===== config.mk =====
export PLATFORM = sky130hd
export DESIGN_NAME = bcd_field_counter
export DESIGN_NICKNAME = d
export VERILOG_FILES = /design/src/rtl/clock_pkg.sv /design/src/rtl/blink_timer.sv /design/src/rtl/bcd_field_counter.sv
export SDC_FILE = /design/constraint.sdc
export NUM_CORES = 1
export LEC_CHECK = 0
export ABC_AREA = 1
export BUFFER_PORTS_ARGS = -buffer_cell sky130_fd_sc_hd__buf_2
export CAP_MARGIN = 30
export CORE_MARGIN = 5
export CORE_UTILIZATION = 40
export DETAILED_ROUTE_END_ITERATION = 6
export PLACE_DENSITY = 0.69
export REMOVE_ABC_BUFFERS = 1
export SLEW_MARGIN = 40
export SYNTH_ARGS = -nofsm -noshare
export SYNTH_HDL_FRONTEND = slang
export SYNTH_HIERARCHICAL = 1
export SYNTH_SLANG_ARGS = --single-unit

===== constraint.sdc =====
create_clock -name clk1 -period 6.1 [get_ports clk1]
set_input_delay 1.22 -clock clk1 [delete_from_list [all_inputs] [get_ports clk1]]
set_output_delay 1.22 -clock clk1 [all_outputs]
set_load 0.02 [all_outputs]

===== src/rtl/clock_pkg.sv =====
// rtl/clock_pkg.sv - shared button codes, blank pattern and BCD helpers for clock fields
package clock_pkg;

    localparam logic [3:0] BTN_INC   = 4'b1011;
    localparam logic [3:0] BTN_DEC   = 4'b0111;
    localparam logic [3:0] BTN_IDLE  = 4'b1111;
    localparam logic [7:0] BLANK_PAT = 8'hBB;

    // Binary 0..99 to two-digit packed BCD.
    function automatic logic [7:0] to_bcd(input int n);
        logic [7:0] r;
        r[7:4] = 4'(n / 10);
        r[3:0] = 4'(n % 10);
        return r;
    endfunction

    // True when both digits are decimal and the value is below the modulus.
    function automatic logic bcd_valid(input logic [7:0] v, input int modulus);
        int bin;
        bin = int'(v[7:4]) * 10 + int'(v[3:0]);
        return (v[7:4] <= 4'd9) && (v[3:0] <= 4'd9) && (bin < modulus);
    endfunction

    // Increment with wrap from modulus-1 back to 0; input assumed valid.
    function automatic logic [7:0] bcd_inc(input logic [7:0] v, input int modulus);
        logic [7:0] r;
        if (v == to_bcd(modulus - 1))
            r = 8'h00;
        else if (v[3:0] == 4'd9)
            r = {v[7:4] + 4'd1, 4'd0};
        else
            r = {v[7:4], v[3:0] + 4'd1};
        return r;
    endfunction

    // Decrement with wrap from 0 up to modulus-1; input assumed valid.
    function automatic logic [7:0] bcd_dec(input logic [7:0] v, input int modulus);
        logic [7:0] r;
        if (v == 8'h00)
            r = to_bcd(modulus - 1);
        else if (v[3:0] == 4'd0)
            r = {v[7:4] - 4'd1, 4'd9};
        else
            r = {v[7:4], v[3:0] - 4'd1};
        return r;
    endfunction

endpackage


===== src/rtl/blink_timer.sv =====
// rtl/blink_timer.sv - blink divider producing a phase that toggles every BLINK_DIV cycles
// clk1    : clock
// rst     : synchronous active-high reset
// en      : run the divider; low clears it on the next edge
// restart : clear divider and phase so the next value is shown immediately
// phase   : 1 = blank half-period
module blink_timer #(
    parameter int BLINK_DIV = 25_000_000
) (
    input  logic clk1,
    input  logic rst,
    input  logic en,
    input  logic restart,
    output logic phase
);

    localparam int             CW   = (BLINK_DIV > 2) ? $clog2(BLINK_DIV) : 1;
    localparam logic [CW-1:0]  LAST = CW'(BLINK_DIV - 1);

    logic [CW-1:0] div_cnt;

    always_ff @(posedge clk1) begin
        if (rst || !en || restart) begin
            div_cnt <= '0;
            phase   <= 1'b0;
        end else if (div_cnt == LAST) begin
            div_cnt <= '0;
            phase   <= ~phase;
        end else begin
            div_cnt <= div_cnt + CW'(1);
        end
    end

endmodule


===== src/rtl/bcd_field_counter.sv =====
// rtl/bcd_field_counter.sv - one BCD clock field with run/calibrate modes, preset and blink
// clk1      : clock
// rst       : synchronous active-high reset
// tick      : count enable from the lower field (run mode)
// sw1       : 0 = run, 1 = calibrate
// btn_out   : button code (inc / dec / idle)
// btn_pos   : field currently selected for calibration
// load      : preset strobe, load_val applied when legal
// load_val  : BCD preset value
// cnt       : registered BCD count
// disp      : cnt or blank pattern
// co        : registered carry pulse on run-mode wrap
module bcd_field_counter
    import clock_pkg::*;
#(
    parameter int MODULUS   = 60,
    parameter int FIELD_ID  = 2,
    parameter int BLINK_DIV = 25_000_000
) (
    input  logic       clk1,
    input  logic       rst,
    input  logic       tick,
    input  logic       sw1,
    input  logic [3:0] btn_out,
    input  logic [1:0] btn_pos,
    input  logic       load,
    input  logic [7:0] load_val,
    output logic [7:0] cnt,
    output logic [7:0] disp,
    output logic       co
);

    localparam logic [7:0] MAX_BCD = to_bcd(MODULUS - 1);

    logic selected;
    logic btn_inc;
    logic btn_dec;
    logic accept;
    logic phase;

    assign selected = sw1 && (btn_pos == 2'(FIELD_ID));
    assign btn_inc  = (btn_out == BTN_INC);
    assign btn_dec  = (btn_out == BTN_DEC);
    // Load outranks the buttons, so a button press under load is not accepted
    // and must not restart the blink.
    assign accept   = !load && selected && (btn_inc || btn_dec);

    blink_timer #(
        .BLINK_DIV(BLINK_DIV)
    ) u_blink (
        .clk1   (clk1),
        .rst    (rst),
        .en     (selected),
        .restart(accept),
        .phase  (phase)
    );

    always_ff @(posedge clk1) begin
        if (rst) begin
            cnt <= 8'h00;
            co  <= 1'b0;
        end else begin
            co <= 1'b0;
            if (load) begin
                if (bcd_valid(load_val, MODULUS))
                    cnt <= load_val;
            end else if (!sw1) begin
                if (tick) begin
                    cnt <= bcd_inc(cnt, MODULUS);
                    co  <= (cnt == MAX_BCD);
                end
            end else if (selected) begin
                if (btn_inc)
                    cnt <= bcd_inc(cnt, MODULUS);
                else if (btn_dec)
                    cnt <= bcd_dec(cnt, MODULUS);
            end
        end
    end

    assign disp = phase ? BLANK_PAT : cnt;

endmodule


==> reports/qor.yml <==
synthesis:
  synthArstFlopShare: 0
  synth-main-ff-cell: "dfxtp_1"
  synthDistinctLibCells: 38
  synth_commonest_cells: "nand2_1 (126), nor2_1 (76), inv_1 (46)"
  ys_seq_elements: 35
  syn-cell-area_sq_um: 2720
  yosysTopAreaCell: "dfxtp_1"
  seq_area_frac_synth: 0.258
  synth.yosys.warnings: 6
  synth_compound_area_frac: 0.0539
  yosys.area_share.simple: 0.477
  synth_top_family_by_area: "simple AND/OR/NAND/NOR gates"
  netlist.area_leader.share: 0.258
  synth_xor_area_frac: 0.0581
  synth_edf_count: 0
  synth_cells: 436
  yosysMostFrequentCell: "nand2_1"
  ys_top_cells_by_area: "dfxtp_1 (26%), nand2_1 (17%), nor2_1 (11%)"
  synthMuxAreaShare: 0
  syn_area_per_cell_sq_um: 6.23
  synthAdderAreaFrac: 0.0654
finish:
  syn2layout_area_growth_pct: 13.2
  multiInputGateArea_sq_um: 1780
  fin_nets: 506
  fin_area_sq_um: 3070
  drive_gt1_frac: 0.185
  seqCellArea_sq_um: 701
  fin_cells: 555
  fin_util: 0.460
  n_antenna_cell: 0
  fillerInstances: 692
timing:
  setup_viol: 0
  period_share: 0.515
  clock.fmax_ghz: 0.318
  worst_slew_pin_slew_ns: 0.618
  fin_tns_setup_ns: 0
  skew_ns: 0.0103
  slew_headroom: 0.587
  hold_viol_final: 0
  rsz0062_at_grt: "no"
  period_minus_slack_ns: 3.14
  hold_slack_ns: 0.455
  slew_violations: 0
clock_tree:
  insertion_delay_ns: 0.29
  cts_buffer_depth: 2
  ctsResizeCount: 0
  clk_pin_slew_worst_paths_ns: 0.07
  cts_tree: "done"
  clkSinkCount: 35
  cts_setup_buffers: 0
  htreeDepth: 2
  hold_buffers: 0
  cts-buffers-inserted: 5
  ctsRootBufferMaster: "clkbuf_8"
power:
  clockPowerShare: 0.354
  pwr-share-seq: 0.397
  power_switching_mw: 0.195
  p_sw_frac: 0.317
  p_int_mw: 0.421
  p_per_area_nw_per_um2: 201
  irDropWorstVdd_uv: 115
  p_leak_nw: 1.36
  p_comb_frac: 0.249
floorplanning:
  io_pins: 36
  start_util: 0.406
  chipHeight_microns: 92.4
  die_width_microns: 92.4
  row_count: 30
  die_area_sq_um: 8530
  design.core.area_sq_um: 6680
critical_path:
  cp.required_ns: 6.29
  reg2reg_to: "cnt[7]$_SDFFE_PP0P_"
  r2r_slack_ns: 4.42
  rr_worst_depth: 10
  slowest_delay_ns: 0.52
  critical_path_arrival_ns: 3.33
  path_class: "input pin to register"
  cp-end-kind: "register"
  crit_slowest_cell: "fa_1"
  crit-reg2reg-launch: "cnt[4]$_SDFFE_PP0P_"
  cp_max_fo: 5
  path_cells: "buf_2 -> ha_1 -> ha_1 -> fa_1 -> nand2_1 -> inv_1 -> nand3_1 -> nor2_1 -> nor2_1 -> nor2_1 -> nand2_1 -> nand2_4 -> nand2_4 -> inv_2 -> nand2_1 -> nand2_1 -> nor2_1"
  crit_path_start_kind: "input pin"
global_routing:
  grt_pass1_wl_mm: 10.9
  grt_max_degree: 25
  antenna_found_initial: 0
  grt_usage: 0.152
  grt_pass1_vias: 2423
  gr-total-overflow: 0
placed_design:
  portBuffers: 35
  gp_congestion: 0.864
  placedCellCount: 547
  hpwl_mm: 4.98
  placed_area_sq_um: 2960
route:
  first_pass_iters: 5
  viasPerCell: 4.81
  wire_per_inst_microns: 11.2
  vias: 2671
  ant_nets: 0
  wirelength_mm: 6.21
  drc: 0
  drt_iter0_markers: 161
run:
  maxCapViolations: 0
status:
  status: "complete, no violations"
hold_path:
  min_path_type: "register to register"
  worstHoldStart: "u_blink/div_cnt[0]$_SDFF_PP0_"
  hold_path_depth: 1
  whs_endpoint: "u_blink/div_cnt[0]$_SDFF_PP0_"
## layer usage
metal,vias to the layer above,wire (microns),global-route usage
met5,-,0,0
met4,0,70,0.0470
met3,8,439,0.0374
met2,70,2800,0.245
met1,1168,2900,0.201
li1,1425,-,-
## layout by cell type (no fill, tap or decap), types with 2 or more instances in the layout
master,Yosys,layout
nand2_2,5,5
inv_2,7,7
nor2_4,3,3
fa_1,2,2
nor2_2,21,21
clkbuf_8,0,6
nand2_1,126,126
buf_2,0,35
a21oi_1,10,10
nand2_4,3,3
xor2_1,12,12
nand3_1,35,35
nand4_1,2,2
dfxtp_1,35,35
inv_1,46,46
ha_1,11,11
or2_0,2,2
nor3_1,2,2
and2_1,2,2
a31oi_1,2,2
nor2_1,76,76
o21ai_0,11,11
xnor2_1,6,6
## cell type report
class,instances,share of cell area
well taps,80,0.0326
clock inverters,2,0.0114
flip-flops and latches,35,0.228
repair buffers,35,0.0570
multi-input cells,343,0.578
clock buffers,6,0.0269
inverters,54,0.0660
## power by group through the flow
stage	Sequential [mW]	Clock, mW	Combinational (mW)
2_1_floorplan	0.256	0	0.103
3_3_place_gp	0.250	0	0.151
3_5_place_dp	0.250	0	0.153
4_1_cts	0.245	0.226	0.154
5_1_grt	0.246	0.238	0.176
6_report	0.245	0.218	0.154
## worst max path at each step
| stage | cells after the start | endpoint | slack (ns) | from |
|---|---|---|---|---|
| final | 17 | cnt[3]$_SDFFE_PP0P_ | 2.96 | load_val[5] |
| after global routing | 15 | cnt[1]$_SDFFE_PP0P_ | 2.76 | load_val[5] |
| after CTS | 17 | cnt[3]$_SDFFE_PP0P_ | 2.98 | load_val[5] |
| after detailed placement | 17 | cnt[3]$_SDFFE_PP0P_ | 2.65 | load_val[5] |
| after global placement | 17 | cnt[3]$_SDFFE_PP0P_ | 2.71 | load_val[5] |
| after floorplan | 16 | cnt[3]$_SDFFE_PP0P_ | 2.97 | load_val[5] |
## kinds of logic after synthesis
kind of cell               Yosys count
and+or+nand+nor                    286
buffers and inverters               58
DFF                                 35
AOI/OAI and AO/OA                   26
xor gates and xnor gates            18
adders and majority gates           13
## flip-flops by register name, summed over array words and instances (netlist names)
| signal | count |
|---|---|
| u_blink/phase | 1 |
| cnt | 8 |
| u_blink/div_cnt | 25 |
| co | 1 |
## worst max-delay path, delay by kind of cell
| kind | cells | cell delay [ns] |
|---|---|---|
| fa+ha+maj | 3 | 1.06 |
| simple gates | 11 | 0.77 |
| buf+inv | 3 | 0.29 |
## per-stage QoR
stage | power [mW] | setup slack, ns
floorplan | 0.360 | 2.97
global placement | 0.401 | 2.71
detailed placement | 0.403 | 2.65
CTS | 0.625 | 2.98
global route | 0.660 | 2.76
finish | 0.617 | 2.96
No activity file was read; power rests on OpenSTA's default activity.
